File: config.mk
export PLATFORM = sky130hd
export DESIGN_NAME = alu_arbiter
export DESIGN_NICKNAME = d
export VERILOG_FILES = /design/src/rtl/alu_arbiter.sv
export SDC_FILE = /design/constraint.sdc
export NUM_CORES = 1
export LEC_CHECK = 0
export BUFFER_PORTS_ARGS = -buffer_cell sky130_fd_sc_hd__buf_2
export CAP_MARGIN = 30
export CELL_PAD_IN_SITES_DETAIL_PLACEMENT = 1
export CELL_PAD_IN_SITES_GLOBAL_PLACEMENT = 2
export CORE_ASPECT_RATIO = 0.5
export CORE_MARGIN = 3
export CORE_UTILIZATION = 29
export CTS_BUF_LIST = sky130_fd_sc_hd__clkbuf_8
export DETAILED_ROUTE_END_ITERATION = 7
export PLACE_DENSITY = 0.84
export SLEW_MARGIN = 5
export SYNTH_ARGS = -nofsm -noshare
export SYNTH_HDL_FRONTEND = slang
export SYNTH_SLANG_ARGS = --single-unit
export TNS_END_PERCENT = 100
File: constraint.sdc
create_clock -name I_clk -period 5.09 [get_ports I_clk]
set_clock_uncertainty 0.05 [all_clocks]
set_input_delay 1.527 -clock I_clk [delete_from_list [all_inputs] [get_ports I_clk]]
set_output_delay 1.527 -clock I_clk [all_outputs]
set_load 0.005 [all_outputs]
File: src/rtl/alu_arbiter.sv
// alu_arbiter
// ------------------------------------------------------------------------
// Shares one multi-cycle ALU between two requesters. The arbiter grants
// one request at a time (round-robin on ties), drives the ALU from
// latched operands, follows the ALU busy flag through shift operations,
// and holds the result until the consumer takes it.
//
// Handshakes:
//   Request side: I_reqN_valid is a level. A request is accepted in the
//   cycle where O_reqN_ready is high. Ready is asserted combinationally,
//   only in IDLE, for at most one requester. The payload is sampled only
//   in that cycle, so a requester can drop valid without a grant and lose
//   nothing.
//   Response side: O_rsp_valid stays high with all response fields
//   stable until a cycle where I_rsp_ready is high. The arbiter then
//   returns to IDLE on the next cycle.
//
// Ports:
//   I_clk, I_reset          clock; synchronous active-high reset
//   I_reqN_valid/op/s1/s2   request N (N = 0,1)
//   O_reqN_ready            request N accepted this cycle
//   O_rsp_*                 held response (valid, id, data, flags, err)
//   I_rsp_ready             consumer takes the response
//   O_alu_en/op/s1/s2       ALU drive
//   O_alu_clr               one-cycle ALU reset pulse on a timeout abort
//   I_alu_*                 ALU result, busy and comparison flags
//   O_dbg_state             current FSM state, for observation only
// ------------------------------------------------------------------------
module alu_arbiter #(
    parameter int TIMEOUT = 40
) (
    input  logic        I_clk,
    input  logic        I_reset,

    input  logic        I_req0_valid,
    input  logic [3:0]  I_req0_op,
    input  logic [31:0] I_req0_s1,
    input  logic [31:0] I_req0_s2,
    output logic        O_req0_ready,

    input  logic        I_req1_valid,
    input  logic [3:0]  I_req1_op,
    input  logic [31:0] I_req1_s1,
    input  logic [31:0] I_req1_s2,
    output logic        O_req1_ready,

    output logic        O_rsp_valid,
    output logic        O_rsp_id,
    output logic [31:0] O_rsp_data,
    output logic        O_rsp_lt,
    output logic        O_rsp_ltu,
    output logic        O_rsp_eq,
    output logic        O_rsp_err,
    input  logic        I_rsp_ready,

    output logic        O_alu_en,
    output logic [3:0]  O_alu_op,
    output logic [31:0] O_alu_s1,
    output logic [31:0] O_alu_s2,
    output logic        O_alu_clr,
    input  logic [31:0] I_alu_data,
    input  logic        I_alu_busy,
    input  logic        I_alu_lt,
    input  logic        I_alu_ltu,
    input  logic        I_alu_eq,

    output logic [2:0]  O_dbg_state
);

    typedef enum logic [2:0] {
        IDLE  = 3'd0,
        EXEC  = 3'd1,
        CHECK = 3'd2,
        SHIFT = 3'd3,
        RESP  = 3'd4
    } state_t;

    localparam int CW = $clog2(TIMEOUT + 1);
    localparam logic [CW-1:0] TO_VAL = TIMEOUT[CW-1:0];

    state_t         r_state;
    state_t         w_next;

    // r_last is the most recently granted requester; it doubles as the id
    // of the operation in flight. Reset value 1 makes requester 0 win the
    // first tie.
    logic           r_last;
    logic [3:0]     r_op;
    logic [31:0]    r_s1;
    logic [31:0]    r_s2;
    logic [CW-1:0]  r_cnt;

    logic           r_rsp_id;
    logic [31:0]    r_rsp_data;
    logic           r_rsp_lt;
    logic           r_rsp_ltu;
    logic           r_rsp_eq;
    logic           r_rsp_err;

    logic           w_grant0;
    logic           w_grant1;
    logic           w_alu_en;
    logic           w_alu_clr;
    logic           w_latch;
    logic           w_abort;

    // Next-state and per-state controls
    always_comb begin
        w_next    = r_state;
        w_grant0  = 1'b0;
        w_grant1  = 1'b0;
        w_alu_en  = 1'b0;
        w_alu_clr = 1'b0;
        w_latch   = 1'b0;
        w_abort   = 1'b0;

        case (r_state)
            IDLE: begin
                if (I_req0_valid && I_req1_valid) begin
                    // Tie: serve whoever was not served last.
                    w_grant0 = r_last;
                    w_grant1 = ~r_last;
                end else begin
                    w_grant0 = I_req0_valid;
                    w_grant1 = I_req1_valid;
                end
                if (I_req0_valid || I_req1_valid) begin
                    w_next = EXEC;
                end
            end
            EXEC: begin
                w_alu_en = 1'b1;
                w_next   = CHECK;
            end
            CHECK: begin
                if (I_alu_busy) begin
                    w_next = SHIFT;
                end else begin
                    w_latch = 1'b1;
                    w_next  = RESP;
                end
            end
            SHIFT: begin
                if (!I_alu_busy) begin
                    w_latch = 1'b1;
                    w_next  = RESP;
                end else if (r_cnt == TO_VAL) begin
                    w_alu_clr = 1'b1;
                    w_abort   = 1'b1;
                    w_next    = RESP;
                end else begin
                    // Enable tracks busy so the ALU keeps shifting and is
                    // never retriggered once it finishes.
                    w_alu_en = 1'b1;
                end
            end
            RESP: begin
                if (I_rsp_ready) begin
                    w_next = IDLE;
                end
            end
            default: begin
                w_next = IDLE;
            end
        endcase
    end

    // State, request latch and response registers
    always_ff @(posedge I_clk) begin
        if (I_reset) begin
            r_state    <= IDLE;
            r_last     <= 1'b1;
            r_op       <= 4'd0;
            r_s1       <= 32'd0;
            r_s2       <= 32'd0;
            r_cnt      <= '0;
            r_rsp_id   <= 1'b0;
            r_rsp_data <= 32'd0;
            r_rsp_lt   <= 1'b0;
            r_rsp_ltu  <= 1'b0;
            r_rsp_eq   <= 1'b0;
            r_rsp_err  <= 1'b0;
        end else begin
            r_state <= w_next;

            if (w_grant0) begin
                r_last <= 1'b0;
                r_op   <= I_req0_op;
                r_s1   <= I_req0_s1;
                r_s2   <= I_req0_s2;
            end else if (w_grant1) begin
                r_last <= 1'b1;
                r_op   <= I_req1_op;
                r_s1   <= I_req1_s1;
                r_s2   <= I_req1_s2;
            end

            // Counts SHIFT cycles; zero on entry and outside SHIFT.
            if (r_state == SHIFT && w_next == SHIFT) begin
                r_cnt <= r_cnt + 1'b1;
            end else begin
                r_cnt <= '0;
            end

            if (w_latch) begin
                r_rsp_id   <= r_last;
                r_rsp_data <= I_alu_data;
                r_rsp_lt   <= I_alu_lt;
                r_rsp_ltu  <= I_alu_ltu;
                r_rsp_eq   <= I_alu_eq;
                r_rsp_err  <= 1'b0;
            end else if (w_abort) begin
                r_rsp_id   <= r_last;
                r_rsp_data <= 32'd0;
                r_rsp_lt   <= 1'b0;
                r_rsp_ltu  <= 1'b0;
                r_rsp_eq   <= 1'b0;
                r_rsp_err  <= 1'b1;
            end
        end
    end

    // Combinational strobes are masked during reset: the state register
    // still holds the pre-reset state in that cycle.
    assign O_req0_ready = w_grant0 & ~I_reset;
    assign O_req1_ready = w_grant1 & ~I_reset;
    assign O_alu_en     = w_alu_en & ~I_reset;
    assign O_alu_clr    = w_alu_clr & ~I_reset;

    assign O_alu_op     = r_op;
    assign O_alu_s1     = r_s1;
    assign O_alu_s2     = r_s2;

    assign O_rsp_valid  = (r_state == RESP);
    assign O_rsp_id     = r_rsp_id;
    assign O_rsp_data   = r_rsp_data;
    assign O_rsp_lt     = r_rsp_lt;
    assign O_rsp_ltu    = r_rsp_ltu;
    assign O_rsp_eq     = r_rsp_eq;
    assign O_rsp_err    = r_rsp_err;

    assign O_dbg_state  = r_state;

endmodule

==> results.sh <==
export IMPL_clock_sinks=115
export IMPL_ctsResizeCount=0
export IMPL_yosysSeqAreaShare=0.389
export IMPL_synth_cells=633
export IMPL_grt_antenna_before_repair=2
export IMPL_grt_pass1_vias=6296
export IMPL_ir_drop_v=0.000139
export IMPL_drt_iter0_drc=309
export IMPL_clock_latency_ns=0.45
export IMPL_tritoncts="done"
export IMPL_die_area_sq_um=22300
export IMPL_grt_usage=0.199
export IMPL_gp_congestion=0.793
export IMPL_critPathMaxFanout=38
export IMPL_cts_buffers=17
export IMPL_grt_max_degree=71
export IMPL_hpwl_mm=15.6
export IMPL_initial_core_util=0.300
export IMPL_final_common_cell="buf_2"
export IMPL_holdWs_ns=0.413
export IMPL_synth_area_sq_um=5920
export IMPL_post_cts_setup_buffer_count=0
export IMPL_startpoint_type="input port"
export IMPL_synth_top_area_cell="dfxtp_1"
export IMPL_arrival_ns=2.42
export IMPL_ys_top_cells_by_area="dfxtp_1, o32ai_2, a31oi_1"
export IMPL_area_growth_pct=31.7
export IMPL_maxSlewViolCount=0
export IMPL_grt_pass1_wl_mm=35.4
export IMPL_synth_edff_count=0
export IMPL_htree_levels=4
export IMPL_static_leakage_power_nw=3.30
export IMPL_hold_viol=0
export IMPL_setup_violations=0
export IMPL_clk_pin_slew_ns=0.08
export IMPL_drv_cap=0
export IMPL_relSlewSlack=0.411
export IMPL_drt_total_wl_mm=22.7
export IMPL_vias=6083
export IMPL_drt_first_pass_iters=4
export IMPL_hold_path_class="reg -> reg"
export IMPL_fmaxAchievable_mhz=250
export IMPL_end_kind="output pin"
export IMPL_post_route_min_period_ns=4.00
export IMPL_rows=36
export IMPL_fin_nets=1063
export IMPL_worst_slew_pin_slew_ns=0.881
export IMPL_ios=290
export IMPL_n_fill_cell=2397
export IMPL_final_cell_mix="buf_2, dfxtp_1, inv_1, a31oi_1, nor3_1"
export IMPL_holdBufCountCts=0
export IMPL_fin_crit_sh=0.786
export IMPL_detail_route_antenna_nets=0
export IMPL_synthesis_nets=812
export IMPL_synth_top_area_share=0.389
export IMPL_drc=0
export IMPL_drive_gt1_frac=0.462
export IMPL_port_buffers=289
export IMPL_dp_cells=1131
export IMPL_synthArstFlopShare=0
export IMPL_grt_overflow_total=0
export IMPL_instances_no_fill=1164
export IMPL_status="completed"
export IMPL_finalSetupTns_ns=0
export IMPL_cts_root_buffer="clkbuf_8"
export IMPL_ys_flop_type="dfxtp_1"
export IMPL_die_x_um=208
export IMPL_core_area_sq_um=19700
export IMPL_die_h_um=107
export IMPL_wl_per_cell_um=19.5
export IMPL_worstPathRequired_ns=3.51
export IMPL_pwr_density_cell_nw_per_um2=349
export IMPL_routed_via_density=5.23
export IMPL_yosys_warnings=0
export IMPL_avgSynthCellArea_sq_um=9.36
export IMPL_synth_distinct_cells=49
export IMPL_synth_seq_cells=115
export IMPL_crit_type="in -> out"
export IMPL_cts_max_path_buffers=2
export IMPL_rsz0062_at_grt="no"
==> synthesized netlist by cell type (3+ instances only) <==
master / count
a21oi_1: 41
a31oi_1: 67
buf_2: 19
buf_4: 7
buf_6: 11
buf_8: 3
clkbuf_1: 33
dfxtp_1: 115
inv_1: 72
nand2_1: 39
nand2b_1: 4
nand3_1: 3
nor2_1: 7
nor2_2: 3
nor3_1: 67
o211ai_1: 35
o31ai_1: 3
o32ai_2: 66
==> registers in the layout, indices dropped and copies added (netlist names) <==
| register | count |
|---|---|
| O_alu_s1 | 32 |
| O_alu_s2 | 32 |
| O_rsp_data | 32 |
| r_cnt | 6 |
| O_alu_op | 4 |
| O_dbg_state | 3 |
| O_rsp_eq | 1 |
| O_rsp_err | 1 |
| O_rsp_id | 1 |
| O_rsp_lt | 1 |
| O_rsp_ltu | 1 |
| r_last | 1 |
==> metrics by stage <==
| stage | worst slack, ns | area (sq um) | util | power, mW |
|---|---|---|---|---|
| 2_1_floorplan | 1.01 | 5920 | - | 1.61 |
| 3_3_place_gp | 1.09 | 7400 | 0.375 | 1.85 |
| 3_5_place_dp | 1.08 | 7400 | 0.375 | 1.87 |
| 4_1_cts | 1.08 | 7800 | 0.395 | 2.77 |
| 5_1_grt | 0.996 | 7800 | 0.395 | 2.88 |
| 6_report | 1.09 | 7800 | 0.395 | 2.73 |
==> per-layer routing <==
metal / GRT usage / up-vias / wire length [um]
met5: 0 / - / 0
met3: 0.0474 / 34 / 1110
li1: - / 2842 / -
met1: 0.247 / 3030 / 9770
met2: 0.338 / 177 / 11200
met4: 0.0745 / 0 / 573
==> report_power, final <==
group	internal, mW	total [mW]	switching (mW)
combinational	0.335	0.771	0.436
clock	0.480	0.880	0.401
sequential	1.01	1.07	0.0667
==> final timing paths <==
check	from	to	slack, ns	depth (start not counted)
setup reg to reg	O_dbg_state[1]	O_alu_s1[3]	2.62	4
setup / recovery	I_reset	O_alu_clr	1.09	4
hold reg to reg	O_rsp_err	O_rsp_err	0.41	2
hold / removal	O_rsp_err	O_rsp_err	0.41	2
==> critical path, cell delays in order <==
cell and delay, ns:
buf_2 0.22, buf_4 0.43, nor2_1 0.09, buf_2 0.15
==> logic make-up after synthesis <==
family,after synthesis,synth area share
buffers and inverters,147,0.124
AND/OR/NAND/NOR,143,0.127
multiplexers,1,0.00169
flip-flops,115,0.389
AO/OA/AOI/OAI,222,0.350
adder cells (fa/ha/maj),2,0.00422
XOR/XNOR,3,0.00444
==> area by class of cell <==
class	count	area, sq um	share of cell area
Multi-Input combinational cell	371	2900	0.372
Timing Repair Buffer	306	1590	0.203
Antenna cell	2	5.00	0.000642
Clock inverter	10	108	0.0138
Inverter	73	274	0.0351
Clock buffer	21	289	0.0370
Sequential cell	115	2300	0.295
Tap cell	266	333	0.0427
No activity file was read; power rests on OpenSTA's default activity.
